`config.mk`:
```
export PLATFORM = sky130hd
export DESIGN_NAME = dpad_event_queue_flat
export DESIGN_NICKNAME = d
export VERILOG_FILES = /design/src/rtl/dpad_event_queue_if.sv /design/src/rtl/dpad_event_queue.sv /design/src/flat_wrapper.sv
export SDC_FILE = /design/constraint.sdc
export NUM_CORES = 1
export LEC_CHECK = 0
export BUFFER_PORTS_ARGS = -buffer_cell sky130_fd_sc_hd__buf_2
export CAP_MARGIN = 10
export CORE_MARGIN = 3
export CORE_UTILIZATION = 52
export DETAILED_ROUTE_END_ITERATION = 10
export GPL_TIMING_DRIVEN = 1
export HOLD_SLACK_MARGIN = 0.1
export PLACE_DENSITY = 0.78
export SYNTH_ARGS = -nofsm -noshare
export SYNTH_HDL_FRONTEND = slang
export SYNTH_SLANG_ARGS = --single-unit
```
`constraint.sdc`:
```
create_clock -name clk -period 4.1 [get_ports clk]
set_clock_uncertainty 0.15 [all_clocks]
set_input_delay 1.23 -clock clk [delete_from_list [all_inputs] [get_ports clk]]
set_output_delay 1.23 -clock clk [all_outputs]
set_load 0.01 [all_outputs]
```
`src/rtl/dpad_event_queue_if.sv`:
```
// Event handshake between the d-pad conditioner and the core that drains it.
//   evt_valid  : head entry present (driven by the queue)
//   evt_ready  : consumer takes the head entry this cycle (driven by the core)
//   evt_code   : {press(1)/release(0), dir[1:0]}, dir 0=up 1=down 2=left 3=right
// master = event source (dpad_event_queue), slave = event consumer.
interface dpad_event_queue_if;
   logic       evt_valid;
   logic       evt_ready;
   logic [2:0] evt_code;

   modport master (output evt_valid, output evt_code, input evt_ready);
   modport slave  (input evt_valid, input evt_code, output evt_ready);
endinterface

```
`src/rtl/dpad_event_queue.sv`:
```
// dpad_event_queue
// Conditions the four raw active-low d-pad pins: 2-FF synchronise, debounce,
// detect press/release, and queue the resulting 3-bit events in a show-ahead
// FIFO drained over a valid/ready handshake.
// Ports:
//   clk, reset             system clock, synchronous active-high reset
//   up_/down_/left_/right_ raw active-low buttons (asynchronous)
//   evt (master)           evt_valid / evt_ready / evt_code handshake
//   level[3:0]             debounced pressed levels, bit index = dir
//   evt_count              FIFO occupancy
//   overflow               sticky "event dropped" flag
//   clr_overflow           clears overflow (a same-cycle drop wins)
// Optional feature: define DPAD_REPEAT_EN to enable per-button auto-repeat
// (REPEAT_DELAY then every REPEAT_PERIOD cycles while held). With the macro
// undefined only edges generate events and REPEAT_* are unused.
module dpad_event_queue #(
   parameter int DEBOUNCE_CYCLES = 16000,
   parameter int FIFO_DEPTH      = 4,
   parameter int FIFO_AW         = 2,
   parameter int REPEAT_DELAY    = 320000,
   parameter int REPEAT_PERIOD   = 64000
) (
   input  logic               clk,
   input  logic               reset,
   input  logic               up_,
   input  logic               down_,
   input  logic               left_,
   input  logic               right_,
   dpad_event_queue_if.master evt,
   output logic [3:0]         level,
   output logic [FIFO_AW:0]   evt_count,
   output logic               overflow,
   input  logic               clr_overflow
);

   localparam int              CW       = $clog2(DEBOUNCE_CYCLES);
   localparam logic [CW-1:0]   CNT_LAST = CW'(DEBOUNCE_CYCLES - 1);
   localparam logic [FIFO_AW:0] FULL_CNT = (FIFO_AW+1)'(FIFO_DEPTH);

   logic [3:0]    pin;
   logic [3:0]    sync1;
   logic [3:0]    sync2;
   logic [3:0]    raw;
   logic [CW-1:0] cnt [4];
   logic [3:0]    tog;
   logic [3:0]    pend;
   logic [3:0]    grant;
   logic [3:0]    rep_hit;
   logic          push;
   logic [2:0]    push_code;

   logic [2:0]         mem [FIFO_DEPTH];
   logic [FIFO_AW-1:0] wr_ptr;
   logic [FIFO_AW-1:0] rd_ptr;
   logic               full;
   logic               pop;
   logic               wr_en;
   logic               drop;

   assign pin = {right_, left_, down_, up_};

   // Synchroniser loads 1 on reset so every button starts out released.
   always_ff @(posedge clk) begin
      if (reset) begin
         sync1 <= '1;
         sync2 <= '1;
      end else begin
         sync1 <= pin;
         sync2 <= sync1;
      end
   end

   assign raw = ~sync2;

   always_comb begin
      tog = '0;
      for (int i = 0; i < 4; i++)
         tog[i] = (raw[i] != level[i]) && (cnt[i] == CNT_LAST);
   end

   always_ff @(posedge clk) begin
      if (reset) begin
         level <= '0;
         for (int i = 0; i < 4; i++) cnt[i] <= '0;
      end else begin
         level <= level ^ tog;
         for (int i = 0; i < 4; i++) begin
            if ((raw[i] == level[i]) || tog[i])
               cnt[i] <= '0;
            else
               cnt[i] <= cnt[i] + CW'(1);
         end
      end
   end

`ifdef DPAD_REPEAT_EN
   localparam int RMAX = (REPEAT_DELAY > REPEAT_PERIOD) ? REPEAT_DELAY : REPEAT_PERIOD;
   localparam int RW   = (RMAX > 1) ? $clog2(RMAX) : 1;

   logic [RW-1:0] rcnt [4];
   logic [3:0]    rfirst;

   // rfirst selects the initial delay; afterwards the period applies.
   always_comb begin
      rep_hit = '0;
      for (int i = 0; i < 4; i++)
         rep_hit[i] = level[i] && !tog[i] &&
                      (rcnt[i] == (rfirst[i] ? RW'(REPEAT_DELAY - 1) : RW'(REPEAT_PERIOD - 1)));
   end

   always_ff @(posedge clk) begin
      if (reset) begin
         rfirst <= '1;
         for (int i = 0; i < 4; i++) rcnt[i] <= '0;
      end else begin
         for (int i = 0; i < 4; i++) begin
            if (!level[i] || tog[i]) begin
               rcnt[i]   <= '0;
               rfirst[i] <= 1'b1;
            end else if (rep_hit[i]) begin
               rcnt[i]   <= '0;
               rfirst[i] <= 1'b0;
            end else begin
               rcnt[i] <= rcnt[i] + RW'(1);
            end
         end
      end
   end
`else
   logic unused_repeat;
   assign rep_hit       = '0;
   assign unused_repeat = (REPEAT_DELAY != 0) ^ (REPEAT_PERIOD != 0);
`endif

   // Lowest-index pending button wins; the rest wait a cycle or more.
   always_comb begin
      grant     = '0;
      push_code = '0;
      push      = 1'b0;
      for (int i = 0; i < 4; i++) begin
         if (pend[i] && !push) begin
            push      = 1'b1;
            grant[i]  = 1'b1;
            push_code = {level[i], 2'(i)};
         end
      end
   end

   assign evt.evt_valid = (evt_count != '0);
   assign evt.evt_code  = evt.evt_valid ? mem[rd_ptr] : 3'b000;
   assign full          = (evt_count == FULL_CNT);
   assign pop           = evt.evt_valid & evt.evt_ready;
   assign wr_en         = push & (~full | pop);
   assign drop          = push & full & ~pop;

   always_ff @(posedge clk) begin
      if (wr_en) mem[wr_ptr] <= push_code;
   end

   // A granted pend clears even if its event is dropped on a full FIFO.
   always_ff @(posedge clk) begin
      if (reset) begin
         pend      <= '0;
         wr_ptr    <= '0;
         rd_ptr    <= '0;
         evt_count <= '0;
         overflow  <= 1'b0;
      end else begin
         pend <= (pend & ~grant) | tog | rep_hit;
         if (wr_en) wr_ptr <= wr_ptr + FIFO_AW'(1);
         if (pop)   rd_ptr <= rd_ptr + FIFO_AW'(1);
         case ({wr_en, pop})
            2'b10:   evt_count <= evt_count + (FIFO_AW+1)'(1);
            2'b01:   evt_count <= evt_count - (FIFO_AW+1)'(1);
            default: evt_count <= evt_count;
         endcase
         if (drop)
            overflow <= 1'b1;
         else if (clr_overflow)
            overflow <= 1'b0;
      end
   end

endmodule
```
`src/flat_wrapper.sv`:
```
// flat-port wrapper written by rule: the top's interface ports become plain ports
module dpad_event_queue_flat 
#(
   parameter int DEBOUNCE_CYCLES = 16000,
   parameter int FIFO_DEPTH      = 4,
   parameter int FIFO_AW         = 2,
   parameter int REPEAT_DELAY    = 320000,
   parameter int REPEAT_PERIOD   = 64000
)
  (clk, reset, up_, down_, left_, right_, level, evt_count, overflow, clr_overflow, evt_evt_valid, evt_evt_code, evt_evt_ready);
  dpad_event_queue_if evt_i ();
  input  logic clk;
  input  logic reset;
  input  logic up_;
  input  logic down_;
  input  logic left_;
  input  logic right_;
  output logic [3:0] level;
  output logic [FIFO_AW:0] evt_count;
  output logic overflow;
  input  logic clr_overflow;
  output wire logic [$bits(evt_i.evt_valid)-1:0] evt_evt_valid;
  output wire logic [$bits(evt_i.evt_code)-1:0] evt_evt_code;
  input wire logic [$bits(evt_i.evt_ready)-1:0] evt_evt_ready;
  assign evt_evt_valid = evt_i.evt_valid;
  assign evt_evt_code = evt_i.evt_code;
  assign evt_i.evt_ready = evt_evt_ready;
  dpad_event_queue #(.DEBOUNCE_CYCLES(DEBOUNCE_CYCLES), .FIFO_DEPTH(FIFO_DEPTH), .FIFO_AW(FIFO_AW), .REPEAT_DELAY(REPEAT_DELAY), .REPEAT_PERIOD(REPEAT_PERIOD)) u_core (.clk(clk), .reset(reset), .up_(up_), .down_(down_), .left_(left_), .right_(right_), .evt(evt_i), .level(level), .evt_count(evt_count), .overflow(overflow), .clr_overflow(clr_overflow));
endmodule
```
==> impl_metrics.prom, run 1 <==
# TYPE chip_impl_metric gauge
chip_impl_metric{name="postSynthAreaPerCell",unit="um^2"} 11.3
chip_impl_metric{name="routed_wirelength",unit="um"} 7300
chip_impl_metric{name="ys_ff_latch",unit=""} 94
chip_impl_info{name="layout_commonest_cell",value="sky130_fd_sc_hd__nor2_1"} 1
chip_impl_metric{name="fin_setup_tns",unit="ns"} 0
chip_impl_info{name="path_cells",value="mux4_2 > and2_1 > buf_2"} 1
chip_impl_metric{name="final_layout_size_suffix_gt1_share",unit="%"} 13.1
chip_impl_metric{name="worst_setup_hold_path_clk_slew",unit="ns"} 0.09
chip_impl_metric{name="post-cts-setup-buffers",unit=""} 0
chip_impl_info{name="run_status",value="finished, final reports clean"} 1
chip_impl_metric{name="peakVddDrop",unit="uV"} 208
chip_impl_metric{name="route.vias.total",unit=""} 2990
chip_impl_metric{name="io_buffers",unit=""} 19
chip_impl_metric{name="chipWidth",unit="um"} 100
chip_impl_metric{name="synth_edf_count",unit=""} 68
chip_impl_metric{name="post_synth_inst_count",unit=""} 406
chip_impl_metric{name="syn_area",unit="mm^2"} 0.00460
chip_impl_metric{name="grt_pass1_wl",unit="um"} 12600
chip_impl_metric{name="timing.final.hold_violations",unit=""} 0
chip_impl_metric{name="routed_via_density",unit=""} 5.05
chip_impl_info{name="timing.setup.critical_path_class",value="flip-flop to output pin"} 1
chip_impl_metric{name="drcViolationCount",unit=""} 0
chip_impl_metric{name="drtAntennaViolNets",unit=""} 0
chip_impl_metric{name="insertion_delay_of_the_later_clocked_pin_in_the_worst_skew_pair",unit="ns"} 0.36
chip_impl_info{name="startpoint_type_of_the_worst_setup_path",value="flip-flop"} 1
chip_impl_metric{name="htreeDepth",unit=""} 3
chip_impl_metric{name="floorplan.initialDensity",unit="%"} 54.7
chip_impl_metric{name="worst-endpoint-required",unit="ns"} 2.72
chip_impl_metric{name="routed_wire_per_std_cell",unit="um"} 12.3
chip_impl_info{name="crit_path_end_kind",value="output pin"} 1
chip_impl_metric{name="ios",unit=""} 20
chip_impl_metric{name="worst_case_setup_slack_after_placement",unit="ns"} 1.18
chip_impl_metric{name="period_minus_slack",unit="ns"} 3.00
chip_impl_info{name="root_buffer",value="sky130_fd_sc_hd__clkbuf_8"} 1
chip_impl_metric{name="syn2layout_area_growth",unit="%"} 12.4
chip_impl_metric{name="number_of_global_route_vias_before_repair",unit=""} 2914
chip_impl_metric{name="timing.final.setup_violations",unit=""} 0
chip_impl_metric{name="final_critical_path_setup_slack",unit="ns"} 1.10
chip_impl_metric{name="die-height",unit="um"} 100
chip_impl_metric{name="max_cap_violations",unit=""} 0
chip_impl_metric{name="cellPowerDensity",unit="mW/mm^2"} 341
chip_impl_metric{name="ff2ff_path_depth",unit=""} 6
chip_impl_metric{name="yosysWarnings",unit=""} 0
chip_impl_info{name="cts_tree",value="done"} 1
chip_impl_metric{name="synth_async_sr_flop_share",unit="%"} 0
chip_impl_metric{name="post-route-util",unit="%"} 61.4
chip_impl_metric{name="dpl_wire_length",unit="um"} 5300
chip_impl_metric{name="synthDistinctLibCells",unit=""} 53
chip_impl_metric{name="fp.coreArea",unit="mm^2"} 0.00842
chip_impl_metric{name="timing.fmax",unit="MHz"} 333
chip_impl_metric{name="maximum_cell_stage_delay_along_the_critical_path",unit="ns"} 0.53
chip_impl_metric{name="global_route.usage.total",unit="%"} 15.6
chip_impl_metric{name="drtIter0Drc",unit=""} 80
chip_impl_metric{name="grt_max_degree",unit=""} 31
chip_impl_metric{name="place_congestion",unit=""} 0.865
chip_impl_metric{name="antenna_found_initial",unit=""} 0
chip_impl_info{name="synth_flop_cell",value="sky130_fd_sc_hd__edfxtp_1"} 1
chip_impl_metric{name="overflow",unit=""} 0
chip_impl_metric{name="number_of_diodes_added_for_antenna_fixing",unit=""} 0
chip_impl_info{name="rsz0062_at_grt",value="no"} 1
chip_impl_metric{name="final_max_slew_viol_count",unit=""} 0
chip_impl_metric{name="p_leak",unit="nW"} 1.86
chip_impl_metric{name="core.rowCount",unit=""} 33
chip_impl_metric{name="numClockSinks",unit=""} 94
chip_impl_info{name="final_cell_mix",value="sky130_fd_sc_hd__nor2_1, sky130_fd_sc_hd__edfxtp_1, sky130_fd_sc_hd__conb_1"} 1
chip_impl_info{name="cp_slowest_cell",value="sky130_fd_sc_hd__mux4_2"} 1
chip_impl_metric{name="fin_crit_sh",unit="%"} 73.2
chip_impl_metric{name="cts_inserted_buffers",unit=""} 9
chip_impl_metric{name="timing.max_slew.rel_slack",unit="%"} 61.1
chip_impl_metric{name="post_cts.resized_instances",unit=""} 0
chip_impl_metric{name="crit_fanout",unit=""} 3
chip_impl_metric{name="tightest_slew",unit="ns"} 0.581
chip_impl_metric{name="worst-endpoint-arrival",unit="ns"} 1.62
chip_impl_metric{name="nets",unit=""} 499
chip_impl_metric{name="dr.pass1.iters",unit=""} 4
chip_impl_metric{name="number_of_buffers_on_the_longest_clock_path",unit=""} 2
chip_impl_metric{name="ys_seq_area_share",unit="%"} 55.7
chip_impl_metric{name="whs_path_depth",unit=""} 1
chip_impl_metric{name="fp.dieArea",unit="mm^2"} 0.0100
chip_impl_metric{name="fillers",unit=""} 691
chip_impl_metric{name="cts_hold_buffers",unit=""} 0
chip_impl_info{name="timing.hold.worst.class",value="flip-flop to flip-flop"} 1
==> synthesized netlist by cell type, types with 2 or more instances <==
cell type | count | area share, %
sky130_fd_sc_hd__nor2_1 | 73 | 6.0
sky130_fd_sc_hd__edfxtp_1 | 68 | 44
sky130_fd_sc_hd__xnor2_1 | 33 | 6.3
sky130_fd_sc_hd__dfxtp_1 | 26 | 11
sky130_fd_sc_hd__nand3_1 | 22 | 2.4
sky130_fd_sc_hd__xor2_1 | 21 | 4.0
sky130_fd_sc_hd__inv_1 | 18 | 1.5
sky130_fd_sc_hd__nand2_1 | 16 | 1.3
sky130_fd_sc_hd__nor4_1 | 13 | 1.8
sky130_fd_sc_hd__or2_2 | 11 | 1.5
sky130_fd_sc_hd__and2_1 | 9 | 1.2
sky130_fd_sc_hd__ha_1 | 8 | 2.2
sky130_fd_sc_hd__nand4_1 | 7 | 0.95
sky130_fd_sc_hd__nor3_1 | 7 | 0.76
sky130_fd_sc_hd__a21oi_1 | 6 | 0.65
sky130_fd_sc_hd__nand2b_1 | 6 | 0.82
sky130_fd_sc_hd__o21ai_0 | 5 | 0.54
sky130_fd_sc_hd__and4_1 | 4 | 0.76
sky130_fd_sc_hd__a211oi_1 | 3 | 0.49
sky130_fd_sc_hd__and3_1 | 3 | 0.41
sky130_fd_sc_hd__clkbuf_1 | 3 | 0.24
sky130_fd_sc_hd__mux4_2 | 3 | 1.5
sky130_fd_sc_hd__nor4_4 | 3 | 1.4
sky130_fd_sc_hd__or3_1 | 3 | 0.41
sky130_fd_sc_hd__buf_2 | 2 | 0.22
sky130_fd_sc_hd__buf_6 | 2 | 0.49
sky130_fd_sc_hd__mux2_2 | 2 | 0.49
sky130_fd_sc_hd__nand3_2 | 2 | 0.43
sky130_fd_sc_hd__nor2_2 | 2 | 0.27
sky130_fd_sc_hd__or3b_1 | 2 | 0.38
==> logic make-up after synthesis <==
logic type	Yosys count	share of synthesized area [%]
and+or+nand+nor	193	23.0
muxes	6	2.17
adders and majority gates	9	2.61
DFF	94	55.7
buffers and inverters	27	2.96
other	1	0.0814
xor gates and xnor gates	54	10.3
AOI/OAI and AO/OA	22	3.29
==> sequential cells by signal, summed over array words and instances (netlist names), named ones only <==
register / flops
u_core.wr_ptr: 2
u_core.sync1: 4
u_core.overflow: 1
u_core.sync2: 4
u_core.mem: 12
u_core.rd_ptr: 2
u_core.level: 4
u_core.pend: 4
u_core.evt_count: 3
u_core.cnt: 56
==> where the power goes <==
group | switching [mW] | leakage (nW) | internal [mW] | total [mW]
Combinational | 0.0374 | 0.856 | 0.0263 | 0.0638
Clock | 0.332 | 0.103 | 0.302 | 0.634
Sequential | 0.0264 | 0.901 | 1.04 | 1.07
Total | 0.396 | 1.86 | 1.37 | 1.77
==> routing by layer <==
metal  routed length, um  vias to the layer above  GRT usage [%]  share of wire (%)
met1                3390                     1411           19.2                 46
li1                    -                     1526              -                  -
met4                 160                        0           7.88                2.2
met2                3530                       40           26.7                 48
met5                   0                        -              0                  0
met3                 220                       13           2.57                3.0
==> metrics by stage <==
step	instance area [um^2]	hold slack [ns]	std cells	total power, mW
3_3_place_gp	4970	0.242	576	1.15
3_5_place_dp	4970	0.247	576	1.15
5_1_grt	5170	0.290	592	1.83
2_1_floorplan	4810	0.239	461	1.14
6_report	5170	0.268	592	1.77
4_1_cts	5170	0.268	592	1.78
==> final cells by class <==
type,instances,area (um^2),area share [%]
multi-input cells,340,2110,40.8
repair buffers,19,95.1,1.84
well taps,105,131,2.54
flip-flops and latches,94,2560,49.5
inverters,18,67.6,1.31
clock buffers,10,138,2.66
clock inverters,6,68.8,1.33
==> critical path, delay by kind of cell, from the launching register on <==
kind	cells	cell delay, ns
DFF	1	0.43
buffers and inverters	1	0.13
and+or+nand+nor	1	0.17
muxes	1	0.53
==> final timing paths <==
| path | from | end | slack (ns) |
|---|---|---|---|
| hold / removal | u_core.sync1[0] | u_core.sync2[0] | 0.27 |
| setup / recovery | flip-flop | evt_evt_code[0] | 1.10 |
| setup reg to reg | u_core.pend[3] | u_core.evt_count[2] | 1.67 |
| hold reg to reg | u_core.sync1[0] | u_core.sync2[0] | 0.27 |
(Power assumes the default switching activity.)
==> run 2: changes to the inputs <==
ABC_AREA = 1   (was default)
PLACE_DENSITY = 0.81   (was 0.78)
clock period = 2.46 ns   (was 4.1 ns; I/O delays follow)
==> run 2 against run 1 <==
Effect of this change: synthesized cell count is 37% higher; sequential power grew 75%; sequential cell count is the same; global-route usage grew 1.9 points; total power is 91% higher; critical path type unchanged; count of clock-buffer cells in the layout down 1; register-to-register slack worse by 1.2 ns.
==> impl_metrics.prom, run 2 <==
# TYPE chip_impl_metric gauge
chip_impl_metric{name="power",unit="mW"} 3.38
chip_impl_info{name="cts_tree",value="done"} 1
chip_impl_metric{name="htreeDepth",unit=""} 3
chip_impl_metric{name="p_switching",unit="mW"} 1.01
chip_impl_info{name="final_cell_mix",value="sky130_fd_sc_hd__nand2_1, sky130_fd_sc_hd__nor2_1, sky130_fd_sc_hd__inv_1"} 1
chip_impl_info{name="crit_path_end_kind",value="output pin"} 1
chip_impl_metric{name="nets",unit=""} 657
chip_impl_info{name="synth.top_cells.by_count",value="sky130_fd_sc_hd__nand2_1, sky130_fd_sc_hd__nor2_1, sky130_fd_sc_hd__inv_1, sky130_fd_sc_hd__edfxtp_1, sky130_fd_sc_hd__nand3_1"} 1
chip_impl_metric{name="ios",unit=""} 20
chip_impl_metric{name="fin_crit_sh",unit="%"} 92.2
chip_impl_metric{name="peakVddDrop",unit="uV"} 312
chip_impl_metric{name="grt_pass1_wl",unit="um"} 14600
chip_impl_metric{name="fin_setup_tns",unit="ns"} 0
chip_impl_info{name="largest_register_by_flop_count",value="u_core.cnt"} 1
chip_impl_metric{name="combPwrFrac",unit="%"} 15.7
chip_impl_metric{name="routed_via_density",unit=""} 4.78
chip_impl_metric{name="fp.dieArea",unit="mm^2"} 0.0105
chip_impl_metric{name="fp.coreArea",unit="mm^2"} 0.00889
chip_impl_metric{name="yosys.area.top_type_share",unit="%"} 42.2
chip_impl_metric{name="cellPowerDensity",unit="mW/mm^2"} 619
chip_impl_info{name="largestRegisters",value="u_core.cnt (56), u_core.mem (12)"} 1
chip_impl_metric{name="share_clk_of_total_power",unit="%"} 29.1
chip_impl_metric{name="worst-endpoint-required",unit="ns"} 1.57
chip_impl_metric{name="seq_power_share",unit="%"} 55.3
chip_impl_metric{name="number_of_diodes_added_for_antenna_fixing",unit=""} 0
chip_impl_metric{name="insertion_delay_of_the_later_clocked_pin_in_the_worst_skew_pair",unit="ns"} 0.37
chip_impl_metric{name="crit_fanout",unit=""} 7
chip_impl_metric{name="detailed_place.area",unit="mm^2"} 0.00526
chip_impl_metric{name="p_leak",unit="nW"} 2.32
chip_impl_metric{name="final_layout_size_suffix_gt1_share",unit="%"} 11.2
chip_impl_metric{name="numClockSinks",unit=""} 94
chip_impl_metric{name="internal-power",unit="mW"} 2.36
chip_impl_info{name="startpoint_type_of_the_worst_setup_path",value="flip-flop"} 1
chip_impl_metric{name="cts_hold_buffers",unit=""} 0
chip_impl_metric{name="final_max_slew_viol_count",unit=""} 0
chip_impl_metric{name="hold-worst-slack",unit="ns"} 0.265
chip_impl_metric{name="post_synth_inst_count",unit=""} 557
chip_impl_info{name="layout_commonest_cell",value="sky130_fd_sc_hd__nand2_1"} 1
chip_impl_metric{name="post_cts.resized_instances",unit=""} 0
chip_impl_metric{name="maximum_cell_stage_delay_along_the_critical_path",unit="ns"} 0.44
chip_impl_metric{name="synthDistinctLibCells",unit=""} 36
chip_impl_metric{name="die-height",unit="um"} 102
chip_impl_metric{name="timing.final.hold_violations",unit=""} 0
chip_impl_info{name="timing.hold.worst.class",value="flip-flop to flip-flop"} 1
chip_impl_info{name="synth_flop_cell",value="sky130_fd_sc_hd__edfxtp_1"} 1
chip_impl_info{name="netlist.top_cell.by_area",value="sky130_fd_sc_hd__edfxtp_1"} 1
chip_impl_info{name="root_buffer",value="sky130_fd_sc_hd__clkbuf_8"} 1
chip_impl_metric{name="syn_area",unit="mm^2"} 0.00484
chip_impl_info{name="path_cells",value="nor2_1 > nor2_1 > o21ai_0 > a21oi_1 > buf_2"} 1
chip_impl_metric{name="synth_async_sr_flop_share",unit="%"} 0
chip_impl_metric{name="max_cap_violations",unit=""} 0
chip_impl_metric{name="final_design_area_no_fill",unit="mm^2"} 0.00545
chip_impl_metric{name="route.vias.total",unit=""} 3603
chip_impl_info{name="cp_slowest_cell",value="sky130_fd_sc_hd__dfxtp_1"} 1
chip_impl_info{name="run_status",value="finished, final reports clean"} 1
chip_impl_metric{name="p_sw_share",unit="%"} 30.0
chip_impl_metric{name="dpl_wire_length",unit="um"} 6310
chip_impl_metric{name="overflow",unit=""} 0
chip_impl_metric{name="number_of_buffers_on_the_longest_clock_path",unit=""} 2
chip_impl_metric{name="timing.final.setup_violations",unit=""} 0
chip_impl_info{name="post_synth_main_area_contributors",value="sky130_fd_sc_hd__edfxtp_1, sky130_fd_sc_hd__dfxtp_1, sky130_fd_sc_hd__nand2_1"} 1
chip_impl_metric{name="drtIter0Drc",unit=""} 127
chip_impl_metric{name="number_of_flip_flops_in_the_largest_register",unit=""} 56
chip_impl_info{name="rsz0062_at_grt",value="no"} 1
chip_impl_metric{name="post-cts-setup-buffers",unit=""} 0
chip_impl_metric{name="grt_max_degree",unit=""} 19
chip_impl_metric{name="io_buffers",unit=""} 19
chip_impl_metric{name="postSynthAreaPerCell",unit="um^2"} 8.69
chip_impl_metric{name="routed_wirelength",unit="um"} 8270
chip_impl_metric{name="cts_inserted_buffers",unit=""} 9
chip_impl_metric{name="ys_seq_area_share",unit="%"} 53.0
chip_impl_metric{name="place_congestion",unit=""} 0.853
chip_impl_metric{name="drcViolationCount",unit=""} 0
chip_impl_info{name="timing.setup.critical_path_class",value="flip-flop to output pin"} 1
chip_impl_metric{name="worst_setup_hold_path_clk_slew",unit="ns"} 0.09
chip_impl_metric{name="floorplan.initialDensity",unit="%"} 54.4
chip_impl_metric{name="drtAntennaViolNets",unit=""} 0
chip_impl_metric{name="worst-endpoint-arrival",unit="ns"} 1.38
chip_impl_info{name="most_common_cell_in_the_netlist",value="sky130_fd_sc_hd__nand2_1"} 1
chip_impl_metric{name="timing.fmax",unit="MHz"} 441
chip_impl_metric{name="dr.pass1.iters",unit=""} 4
chip_impl_metric{name="yosysWarnings",unit=""} 0
chip_impl_metric{name="routed_wire_per_std_cell",unit="um"} 11.0
chip_impl_metric{name="global_route.usage.total",unit="%"} 17.6
chip_impl_metric{name="fillers",unit=""} 760
chip_impl_metric{name="period_minus_slack",unit="ns"} 2.27
chip_impl_metric{name="core.rowCount",unit=""} 34
chip_impl_metric{name="syn2layout_area_growth",unit="%"} 12.6
chip_impl_metric{name="ys_ff_latch",unit=""} 94
chip_impl_metric{name="number_of_global_route_vias_before_repair",unit=""} 3559
chip_impl_info{name="path_common_cell",value="sky130_fd_sc_hd__nor2_1"} 1
chip_impl_metric{name="chipWidth",unit="um"} 102
chip_impl_metric{name="antenna_found_initial",unit=""} 0
chip_impl_metric{name="synth_edf_count",unit=""} 68
## run 2: cell count changes in the layout (fill, tap and decap cells not counted), moves of 6 or more
cell | before | now
sky130_fd_sc_hd__nor2_1 | 73 | 100
sky130_fd_sc_hd__and2_1 | 9 | 0
sky130_fd_sc_hd__nand3_1 | 22 | 37
sky130_fd_sc_hd__nand2b_1 | 6 | 0
sky130_fd_sc_hd__nor3_1 | 7 | 13
sky130_fd_sc_hd__nor4_1 | 13 | 0
sky130_fd_sc_hd__a21oi_1 | 6 | 19
sky130_fd_sc_hd__nand2_1 | 16 | 102
sky130_fd_sc_hd__o21ai_0 | 5 | 16
sky130_fd_sc_hd__inv_1 | 18 | 83
sky130_fd_sc_hd__xnor2_1 | 33 | 8
## run 2: layout make-up
class / count / area, um^2 / area share, %
Sequential cell: 94 / 2560 / 47.0
Multi-Input combinational cell: 429 / 2140 / 39.2
Inverter: 85 / 319 / 5.85
Tap cell: 108 / 135 / 2.48
Clock buffer: 9 / 124 / 2.27
Timing Repair Buffer: 21 / 110 / 2.02
Clock inverter: 7 / 63.8 / 1.17
## run 2: kinds of logic (layout without fill, tap and decap cells)
family                   Yosys count  after routing  synth area share, %
buffers and inverters             89            122                 7.16
adder cells (fa/ha/maj)            9              9                 2.48
XOR/XNOR                          25             25                 4.53
AND/OR/NAND/NOR                  295            295                 27.7
other                              1             56               0.0775
AO/OA/AOI/OAI                     44             44                 5.09
flip-flops                        94             94                 53.0
## run 2: path summary, 6_finish.rpt
kind	start	end	slack, ns	cells past startpoint
hold / removal	u_core.sync1[1]	u_core.sync2[1]	0.26	1
setup / recovery	flip-flop	evt_evt_code[0]	0.19	5
hold reg to reg	u_core.sync1[1]	u_core.sync2[1]	0.26	1
setup reg to reg	u_core.pend[1]	u_core.evt_count[2]	0.44	9
## run 2: critical path: cells and delay by family, from the launching register on
| kind | cells | cell delay (ns) |
|---|---|---|
| compound gates | 2 | 0.25 |
| buf+inv | 1 | 0.15 |
| simple gates | 2 | 0.17 |
| flops | 1 | 0.44 |
## run 2: layer usage
| metal | GRT usage [%] | part of all wire, % | vias up |
|---|---|---|---|
| met3 | 3.69 | 3.3 | 6 |
| met5 | 0 | 0 | - |
| li1 | - | - | 1899 |
| met1 | 20.3 | 45 | 1647 |
| met2 | 31.7 | 51 | 51 |
| met4 | 6.76 | 0.68 | 0 |
## run 2: power by group through the flow
stage	logic, mW	registers, mW	clock network, mW
final	0.528	1.87	0.981
after global routing	0.610	1.88	1.07
after CTS	0.530	1.87	1.01
after detailed placement	0.528	1.90	0
after global placement	0.499	1.90	0
after floorplan	0.362	1.89	0
## run 2: stage by stage
step	cells	setup slack [ns]	util [%]
2_1_floorplan	612	0.411	-
3_5_place_dp	737	0.150	59.2
5_1_grt	753	0.0311	61.3
4_1_cts	753	0.143	61.3
6_report	753	0.193	61.3
3_3_place_gp	737	0.257	59.2
